File: src/rtl/alu_pkg.sv
// Shared op-code encoding, FSM state type and op classification for the EX-stage ALU.
package alu_pkg;

   localparam logic [3:0] ALU_ADD   = 4'b0000;
   localparam logic [3:0] ALU_SUB   = 4'b0001;
   localparam logic [3:0] ALU_OR    = 4'b0010;
   localparam logic [3:0] ALU_AND   = 4'b0011;
   localparam logic [3:0] ALU_SLTU  = 4'b0100;
   localparam logic [3:0] ALU_SLL   = 4'b0101;
   localparam logic [3:0] ALU_SRL   = 4'b0110;
   localparam logic [3:0] ALU_SGTU  = 4'b0111;
   localparam logic [3:0] ALU_XOR   = 4'b1000;
   localparam logic [3:0] ALU_SRA   = 4'b1001;
   localparam logic [3:0] ALU_SLT   = 4'b1010;
   localparam logic [3:0] ALU_MUL   = 4'b1011;
   localparam logic [3:0] ALU_MULHU = 4'b1100;
   localparam logic [3:0] ALU_DIVU  = 4'b1101;
   localparam logic [3:0] ALU_REMU  = 4'b1110;
   localparam logic [3:0] ALU_ILL   = 4'b1111;

   typedef enum logic {
      IDLE = 1'b0,
      BUSY = 1'b1
   } alu_state_t;

   function automatic logic is_multi_cycle(input logic [3:0] op);
      return (op == ALU_MUL) || (op == ALU_MULHU) || (op == ALU_DIVU) || (op == ALU_REMU);
   endfunction

endpackage

File: src/rtl/alu_muldiv_iter.sv
// Iterative unit: shift-add multiplier and restoring divider sharing one 2*WIDTH accumulator.
module alu_muldiv_iter
   import alu_pkg::*;
#(
   parameter int WIDTH = 32
) (
   input  logic             clk,
   input  logic             abort,
   input  logic             start,
   input  logic [3:0]       op,
   input  logic [WIDTH-1:0] a,
   input  logic [WIDTH-1:0] b,
   output logic             done,
   output logic [WIDTH-1:0] res
);

   localparam int CW = $clog2(WIDTH) + 1;

   logic               running;
   logic [CW-1:0]      cnt;
   logic [2*WIDTH-1:0] acc;
   logic [2*WIDTH-1:0] acc_next;
   logic [WIDTH-1:0]   opnd;
   logic [3:0]         op_r;
   logic               is_div;
   logic               start_div;
   logic [WIDTH:0]     add_sum;
   logic [WIDTH:0]     rem_try;
   logic [WIDTH:0]     sub_res;

   assign is_div    = (op_r == ALU_DIVU) || (op_r == ALU_REMU);
   assign start_div = (op == ALU_DIVU) || (op == ALU_REMU);

   // Divide by zero needs no special case: every trial subtract succeeds,
   // so the quotient fills with ones and the remainder shifts in the dividend.
   always_comb begin
      add_sum  = {1'b0, acc[2*WIDTH-1:WIDTH]} + (acc[0] ? {1'b0, opnd} : '0);
      rem_try  = {acc[2*WIDTH-1:WIDTH], acc[WIDTH-1]};
      sub_res  = rem_try - {1'b0, opnd};
      acc_next = {add_sum, acc[WIDTH-1:1]};
      if (is_div) begin
         if (rem_try >= {1'b0, opnd})
            acc_next = {sub_res[WIDTH-1:0], acc[WIDTH-2:0], 1'b1};
         else
            acc_next = {rem_try[WIDTH-1:0], acc[WIDTH-2:0], 1'b0};
      end
   end

   always_ff @(posedge clk) begin
      if (abort) begin
         running <= 1'b0;
         cnt     <= '0;
      end else if (start) begin
         running <= 1'b1;
         cnt     <= CW'(WIDTH);
         op_r    <= op;
         opnd    <= start_div ? b : a;
         acc     <= {{WIDTH{1'b0}}, (start_div ? a : b)};
      end else if (running) begin
         if (cnt != '0) begin
            acc <= acc_next;
            cnt <= cnt - 1'b1;
         end else begin
            running <= 1'b0;
         end
      end
   end

   assign done = running && (cnt == '0);

   always_comb begin
      res = acc[2*WIDTH-1:WIDTH];
      if ((op_r == ALU_MUL) || (op_r == ALU_DIVU))
         res = acc[WIDTH-1:0];
   end

endmodule

File: src/rtl/alu_pipe.sv
// Registered EX-stage ALU with valid/ready handshakes, flush, and optional iterative mul/div.
// state | meaning
// IDLE  | accepting ops; single-cycle ops complete here
// BUSY  | iterative mul/div running; input side stalled
module alu_pipe
   import alu_pkg::*;
#(
   parameter int WIDTH     = 32,
   parameter bit MULDIV_EN = 1'b1
) (
   input  logic             clk,
   input  logic             reset,
   input  logic             flush,
   input  logic             in_valid,
   output logic             in_ready,
   input  logic [3:0]       op,
   input  logic [WIDTH-1:0] in1,
   input  logic [WIDTH-1:0] in2,
   output logic             out_valid,
   input  logic             out_ready,
   output logic [WIDTH-1:0] result,
   output logic             zero_flag,
   output logic             illegal_op
);

   localparam int SW = $clog2(WIDTH);

   alu_state_t       state;
   alu_state_t       state_next;
   logic             accept;
   logic             multi;
   logic             op_illegal;
   logic             load_single;
   logic             md_start;
   logic             md_done;
   logic [WIDTH-1:0] md_res;
   logic [WIDTH-1:0] alu_res;
   logic [SW-1:0]    shamt;

   assign multi      = MULDIV_EN && is_multi_cycle(op);
   assign op_illegal = (op == ALU_ILL) || (!MULDIV_EN && is_multi_cycle(op));

   always_ff @(posedge clk) begin
      if (reset)
         state <= IDLE;
      else
         state <= state_next;
   end

   always_comb begin
      state_next = state;
      if (flush) begin
         state_next = IDLE;
      end else begin
         case (state)
            IDLE:    if (accept && multi) state_next = BUSY;
            BUSY:    if (md_done) state_next = IDLE;
            default: state_next = IDLE;
         endcase
      end
   end

   // in_ready deliberately excludes in_valid and flush; flush only gates the accept.
   always_comb begin
      in_ready    = (state == IDLE) && (!out_valid || out_ready);
      accept      = in_valid && in_ready && !flush;
      md_start    = accept && multi;
      load_single = accept && !multi;
   end

   assign shamt = in2[SW-1:0];

   always_comb begin
      alu_res = '0;
      case (op)
         ALU_ADD:  alu_res = in1 + in2;
         ALU_SUB:  alu_res = in1 - in2;
         ALU_OR:   alu_res = in1 | in2;
         ALU_AND:  alu_res = in1 & in2;
         ALU_SLTU: alu_res = {{(WIDTH-1){1'b0}}, (in1 < in2)};
         ALU_SLL:  alu_res = in1 << shamt;
         ALU_SRL:  alu_res = in1 >> shamt;
         ALU_SGTU: alu_res = {{(WIDTH-1){1'b0}}, (in1 > in2)};
         ALU_XOR:  alu_res = in1 ^ in2;
         ALU_SRA:  alu_res = $unsigned($signed(in1) >>> shamt);
         ALU_SLT:  alu_res = {{(WIDTH-1){1'b0}}, ($signed(in1) < $signed(in2))};
         default:  alu_res = '0;
      endcase
   end

   always_ff @(posedge clk) begin
      if (reset) begin
         out_valid  <= 1'b0;
         result     <= '0;
         zero_flag  <= 1'b0;
         illegal_op <= 1'b0;
      end else if (flush) begin
         out_valid <= 1'b0;
      end else if (load_single) begin
         out_valid  <= 1'b1;
         result     <= alu_res;
         zero_flag  <= (alu_res == '0);
         illegal_op <= op_illegal;
      end else if ((state == BUSY) && md_done) begin
         out_valid  <= 1'b1;
         result     <= md_res;
         zero_flag  <= (md_res == '0);
         illegal_op <= 1'b0;
      end else if (md_start || out_ready) begin
         out_valid <= 1'b0;
      end
   end

   if (MULDIV_EN) begin : g_muldiv
      alu_muldiv_iter #(.WIDTH(WIDTH)) u_muldiv (
         .clk   (clk),
         .abort (flush || reset),
         .start (md_start),
         .op    (op),
         .a     (in1),
         .b     (in2),
         .done  (md_done),
         .res   (md_res)
      );
   end else begin : g_no_muldiv
      assign md_done = 1'b0;
      assign md_res  = '0;
   end

endmodule

File: config.mk
export PLATFORM = sky130hd
export DESIGN_NAME = alu_pipe
export DESIGN_NICKNAME = d
export VERILOG_FILES = /design/src/rtl/alu_pkg.sv /design/src/rtl/alu_muldiv_iter.sv /design/src/rtl/alu_pipe.sv
export SDC_FILE = /design/constraint.sdc
export NUM_CORES = 1
export LEC_CHECK = 0
export BUFFER_PORTS_ARGS = -buffer_cell sky130_fd_sc_hd__buf_2
export CAP_MARGIN = 20
export CORE_MARGIN = 2
export CORE_UTILIZATION = 58
export DETAILED_ROUTE_END_ITERATION = 6
export PLACE_DENSITY = 0.79
export SETUP_SLACK_MARGIN = 0.3
export SLEW_MARGIN = 20
export SYNTH_ARGS = -nofsm -noshare
export SYNTH_HDL_FRONTEND = slang
export SYNTH_HIERARCHICAL = 1
export SYNTH_SLANG_ARGS = --single-unit
File: constraint.sdc
create_clock -name clk -period 6.54 [get_ports clk]
set_input_delay 1.308 -clock clk [delete_from_list [all_inputs] [get_ports clk]]
set_output_delay 1.308 -clock clk [all_outputs]
set_load 0.1 [all_outputs]
After elaboration in Yosys (flattened, before gate mapping)
Index checks and enable logic that the tools add are counted.
W data, S select, Z words.

storage, ports and cells
  output and inout port bits = 36
  flip-flop bits (word level) = 143
  input bits = 73
  word-level logic and storage cells = 111

cells by class
  shift-type cells = 3
  $add $sub $neg = 5
  reductions and logical operators = 35
  equality and inequality tests = 18
  bitwise gates (word level) = 6
  order comparisons = 4
  muxes and demuxes = 28

operators with widths
  cell                  count
  $pmux W32 S11         1
  $mux W64              4
  $mux W32              7
  $logic_not A32 Y1     2
  $lt A32 B32 Y1        2
  $sub A32 B32 Y32      2
  $eq A4 B4 Y1 const B  11
  $add A32 B32 Y33      1
  $ge A33 B32 Y1        1
  $add A32 B32 Y32      1
  $and A32 B32 Y32      1
  $gt A32 B32 Y1        1
  $or A32 B32 Y32       1
  $shl A32 B5 Y32       1
  $shr A32 B5 Y32       1
  $sshr A32 B5 Y32      1
  $xor A32 B32 Y32      1
  $mux W6               3
  $eq A4 B3 Y1 const B  4
  $mux W1               12
  $logic_or A1 B1 Y1    9
  $eq A4 B2 Y1 const B  2
  $reduce_and A2 Y1     4
  $logic_and A1 B1 Y1   7
  12 further kinds      19

Longest topological paths before layout
  depth after elaboration = 10
  mapped depth = 18
  depth with buffers taken out = 15

Hierarchy
Netlist, hierarchy kept.

by module, submodules not included
  module           cells each  area each (um^2)  instances  seq. area each (um^2)
  alu_pipe         1,708       11,793.8          1          720.7
  alu_muldiv_iter  1,207       9,744.3           1          3,143.0

Worst setup path after synthesis
No wires, ideal clock.

  path type = input port to flip-flop
  from = input op[3]
  to = register g_muldiv.u_muldiv.acc[0] (enable)
  setup time = 0.486 ns
  setup slack = 0.337 ns
  cell stages on the path = 9
  path buffers = 5
  data required time = 6.054 ns
  data arrival time = 5.716 ns
  cells stage by stage = buf_2 > clkbuf_1 > buf_1 > o21ai_0 > nor2_1 > clkbuf_1 > clkbuf_1 > nor2_1 > nor2_1

between the ends
  longest elaborated chain between the ends = 7
  elaborated cells between the ends (all ways) = 11
  those cells by class = eq/ne (4); reduce/logical (7)

ends and longest elaborated chain
  item                                    line                   RTL
  start, declared                         alu_pipe.sv:16         input logic [3:0] op,
  $eq A4 B4 Y1                            alu_pkg.sv:27          return (op == ALU_MUL) || (op == ALU_MULHU) || (op == ALU_DIVU) || (op == ALU_REMU);
  $logic_or A1 B1 Y1 (2 in series)        alu_pkg.sv:27
  $logic_or A1 B1 Y1 (*)                  alu_pkg.sv:27
  $logic_and A1 B1 Y1 (*)                 alu_pipe.sv:67         md_start = accept && multi;
  via md_start                            alu_pipe.sv:34         logic md_start;
  $reduce_bool A2 Y1 (no source line)     --
  $reduce_and A3 Y1 (no source line) (*)  --
  end signal, assigned                    alu_muldiv_iter.sv:58  acc <= {{WIDTH{1'b0}}, (start_div ? a : b)};
  end signal, assigned                    alu_muldiv_iter.sv:61  acc <= acc_next;
  end, declared                           alu_muldiv_iter.sv:21  logic [2*WIDTH-1:0] acc;

Mark *: on every way through the listed nets, which the timed path passes. The rest lies on a longest branch.
A chain may end at the register's enable or synchronous reset.

Worst setup path in the final report
  from = input in2[2]
  to = register zero_flag

between the ends
  longest elaborated chain between the ends = 4
  elaborated cells between the ends (all ways) = 14
  those cells by class = add/sub (2); order compare (3); shift (3); mux (2); bitwise (3); reduce/logical (1)

ends and longest elaborated chain
  item                                            line             RTL
  start, declared                                 alu_pipe.sv:18   input logic [WIDTH-1:0] in2,
  $sub A32 B32 Y32, or another cell as far along  alu_pipe.sv:77   ALU_SUB: alu_res = in1 - in2;
  $pmux W32 S11 (*)                               alu_pipe.sv:75   case (op)
  $logic_not A32 Y1 (*)                           alu_pipe.sv:102  zero_flag <= (alu_res == '0);
  $mux W1 (*)                                     alu_pipe.sv:99   end else if (load_single) begin
  end signal, assigned                            alu_pipe.sv:102
  end signal, assigned                            alu_pipe.sv:107  zero_flag <= (md_res == '0);
  end, declared                                   alu_pipe.sv:22   output logic zero_flag,

Mark *: on every way between the ends. The rest lies on a longest branch, timed or not.

==> run_results.csv <==
group,metric,value,unit
place,place_inst,3336,
sta,tns,0,ns
global_routing,grt.met2_usage,0.784,
clock_tree,cts_sinks,143,
sta,fmax,0.183,GHz
finish,seqCellArea,3860,µm²
power,total_power,0.00319,W
clock_tree,cts_tree,"yes",
finish,fin_cells,3380,
drt,firstDrtPassIters,7,
clock_tree,clockBufferDepth,2,
synthesis,synth_nets,3162,
sta,layout_min_cycle_time,5.48,ns
min_path,min_path_type,"flip-flop to flip-flop",
min_path,hp-start,"result[25]",
synthesis,synth_seq_cells,143,
outcome,outcome,"complete, but fails checks",
synthesis,seq_area_frac_synth,0.179,
critical_path,cp.required,6.92,ns
drt,detail_route.iter0.violations,3399,
sta,worst_slew_pin_slew,1.12,ns
place,place_area,22300,µm²
drt,wl_per_cell,28.3,µm
floorplanning,die_w,197,µm
drt,drt-total-wl,95600,µm
clock_tree,hold_buffers,0,
flow_run,drv_cap,0,
finish,drive_gt1_frac,0.124,
drt,ant_nets,0,
floorplanning,fp.dieArea,38700,µm²
finish,area_growth,6.21,%
floorplanning,io_pins,109,
critical_path,timing.rr.start,"g_muldiv.u_muldiv/acc[45]",
place,portBuffers,108,
floorplanning,start_util,0.588,
critical_path,cp-start-kind,"input pin",
synthesis,synth.largest_area_cell,"edfxtp_1",
drt,drc,17,
synthesis,ys_warn_count,6,
drt,vias,24951,
synthesis,synthTopCellsByArea,"edfxtp_1, ha_1, nand2_1, a21oi_1, nor2_1",
global_routing,met1_usage,0.587,
sta,drv_slew,0,
global_routing,grt_busiest_layer,"met2",
finish,fin_area,22900,µm²
place,gp_congestion,1.12,
sta,hold_violations,0,
floorplanning,core-area,36600,µm²
synthesis,synth_ff_type,"edfxtp_1",
critical_path,reg2reg_depth,9,
floorplanning,rows,70,
synthesis,synth-edff-count,100,
synthesis,synthCells,2915,
global_routing,grt_pass1_wl,143000,µm
synthesis,ys_async_sr_fraction,0,
synthesis,synth.distinct_cells,105,
critical_path,r2r_end,"g_muldiv.u_muldiv/acc[41]",
finish,multiInputGateArea,16300,µm²
finish,fillers,3251,
floorplanning,die_h,197,µm
global_routing,grt_pass1_vias,23485,
global_routing,grt_max_degree,95,
critical_path,end_kind,"flip-flop",
global_routing,grt_usage,0.482,
clock_tree,path_clk_slew,0.07,ns
power,p_leak,9.63,nW
synthesis,yosysTopAreaCellShare,0.139,
critical_path,crit_arrival,5.86,ns
global_routing,antenna_found_initial,9,
min_path,min_to,"result[25]",
global_routing,grtUsageMet3,0.0811,
sta,finalClockSkew,0.0116,ns
power,peakVddDrop,0.000177,V
finish,fin_nets,3135,
critical_path,path_max_fanout,19,
clock_tree,clk_latency,0.43,ns
clock_tree,clockRootBuffer,"clkbuf_16",
sta,rsz0062_at_grt,"false",
min_path,hold_depth,2,
clock_tree,cts_buffers,17,
outcome,violations,"design-rule violations",
synthesis,synthesis.area,21500,µm²
place,hpwlAfterDp,72900,µm
clock_tree,post-cts-setup-buffer-count,0,
sta,finalSetupViolCount,0,
clock_tree,htreeDepth,4,
global_routing,grt_overflow,0,
drt,via_per_inst,7.38,
sta,max_slew_margin,0.255,
clock_tree,cts.repair.resized,0,
critical_path,r2r_slack,1.85,ns
synthesis,syn_avg_cell_area,7.39,µm²
critical_path,path_class,"input pin to flip-flop",
power,powerDensity,140,nW/µm²
sta,timing.final.crit_share,0.837,
## worst max-delay path, stage by stage
cell and delay, ns:
buf_2 0.15, inv_2 0.42, ha_1 0.44, nor3_1 0.37, nand2_1 0.24, a211oi_1 0.68
nor2_1 0.35, and3_1 0.27, a2111oi_0 0.32, o21ai_0 0.21, nor4_1 0.31, nand4_1 0.23
nor4b_2 0.35, a41o_1 0.19
## registers in the layout, indices dropped and copies added, names as in the netlist
| register | count |
|---|---|
| illegal_op | 1 |
| state | 1 |
| out_valid | 1 |
| g_muldiv.u_muldiv/acc | 64 |
| result | 32 |
| g_muldiv.u_muldiv/opnd | 32 |
| g_muldiv.u_muldiv/op_r | 4 |
| zero_flag | 1 |
| g_muldiv.u_muldiv/cnt | 6 |
| g_muldiv.u_muldiv/running | 1 |
## synthesized netlist by cell type, drive strengths merged, types with 26 or more instances
| cell type | instances |
|---|---|
| a211oi | 53 |
| a21o | 47 |
| a21oi | 229 |
| a221oi | 30 |
| a31oi | 69 |
| and2 | 47 |
| and3 | 56 |
| buf | 63 |
| clkbuf | 143 |
| dfxtp | 43 |
| edfxtp | 100 |
| ha | 170 |
| inv | 147 |
| mux2 | 76 |
| mux2i | 58 |
| mux4 | 34 |
| nand2 | 420 |
| nand2b | 28 |
| nand3 | 78 |
| nand4 | 32 |
| nor2 | 270 |
| nor3 | 71 |
| o211ai | 47 |
| o21ai | 118 |
| o22ai | 40 |
| xnor2 | 34 |
| xor2 | 26 |
## stage by stage
stage	hold WS (ns)	setup WS, ns	utilization
2_1_floorplan	0.491	0.337	-
3_3_place_gp	0.441	0.811	0.608
3_5_place_dp	0.449	0.843	0.608
4_1_cts	0.460	1.27	0.624
5_1_grt	0.475	0.840	0.624
6_report	0.459	1.06	0.625
## cells in the final DEF, fill, tap and decap left out, types with 40 or more instances in the layout
cell / n
a211oi_1: 49
a21o_1: 47
a21oi_1: 228
a31oi_1: 69
and2_1: 47
and3_1: 54
buf_2: 107
buf_4: 50
dfxtp_1: 43
edfxtp_1: 100
ha_1: 170
inv_1: 145
mux2_2: 69
mux2i_1: 57
nand2_1: 420
nand3_1: 76
nor2_1: 266
nor3_1: 71
o211ai_1: 46
o21ai_0: 111
o22ai_1: 40
## area by class of cell
class	instances	area share
multi-input cells	2418	0.712
clock inverters	11	0.00399
diodes	11	0.00120
inverters	148	0.0243
flip-flops and latches	143	0.169
clock buffers	21	0.0212
well taps	468	0.0256
repair buffers	160	0.0424
## logic make-up after synthesis
family          Yosys count  share of synthesized area
simple gates           1149                      0.252
compound gates          867                      0.271
buf+inv                 354                     0.0672
fa+ha+maj               174                      0.102
mux                     168                      0.103
flops                   143                      0.179
xor+xnor                 60                     0.0244
## power by group
group          internal [W]  total, W  switching, W
sequential         0.000979  0.000989     0.0000105
clock              0.000543  0.000969      0.000426
combinational      0.000383   0.00124      0.000853
## per-layer routing
metal / wire [µm] / part of all wire
met1: 34100 / 0.36
met2: 42700 / 0.45
met3: 10900 / 0.11
met4: 7910 / 0.083
met5: 15 / 0.00016
## worst max-delay path by stage
stage,end,start,cells past startpoint
final,zero_flag,in2[2],14
after global routing,zero_flag,in2[2],14
after CTS,zero_flag,in2[2],14
after detailed placement,zero_flag,in2[2],14
after global placement,zero_flag,in2[2],14
after floorplan,g_muldiv.u_muldiv/acc[0],op[3],9
Power figures use the tool's default switching activity.
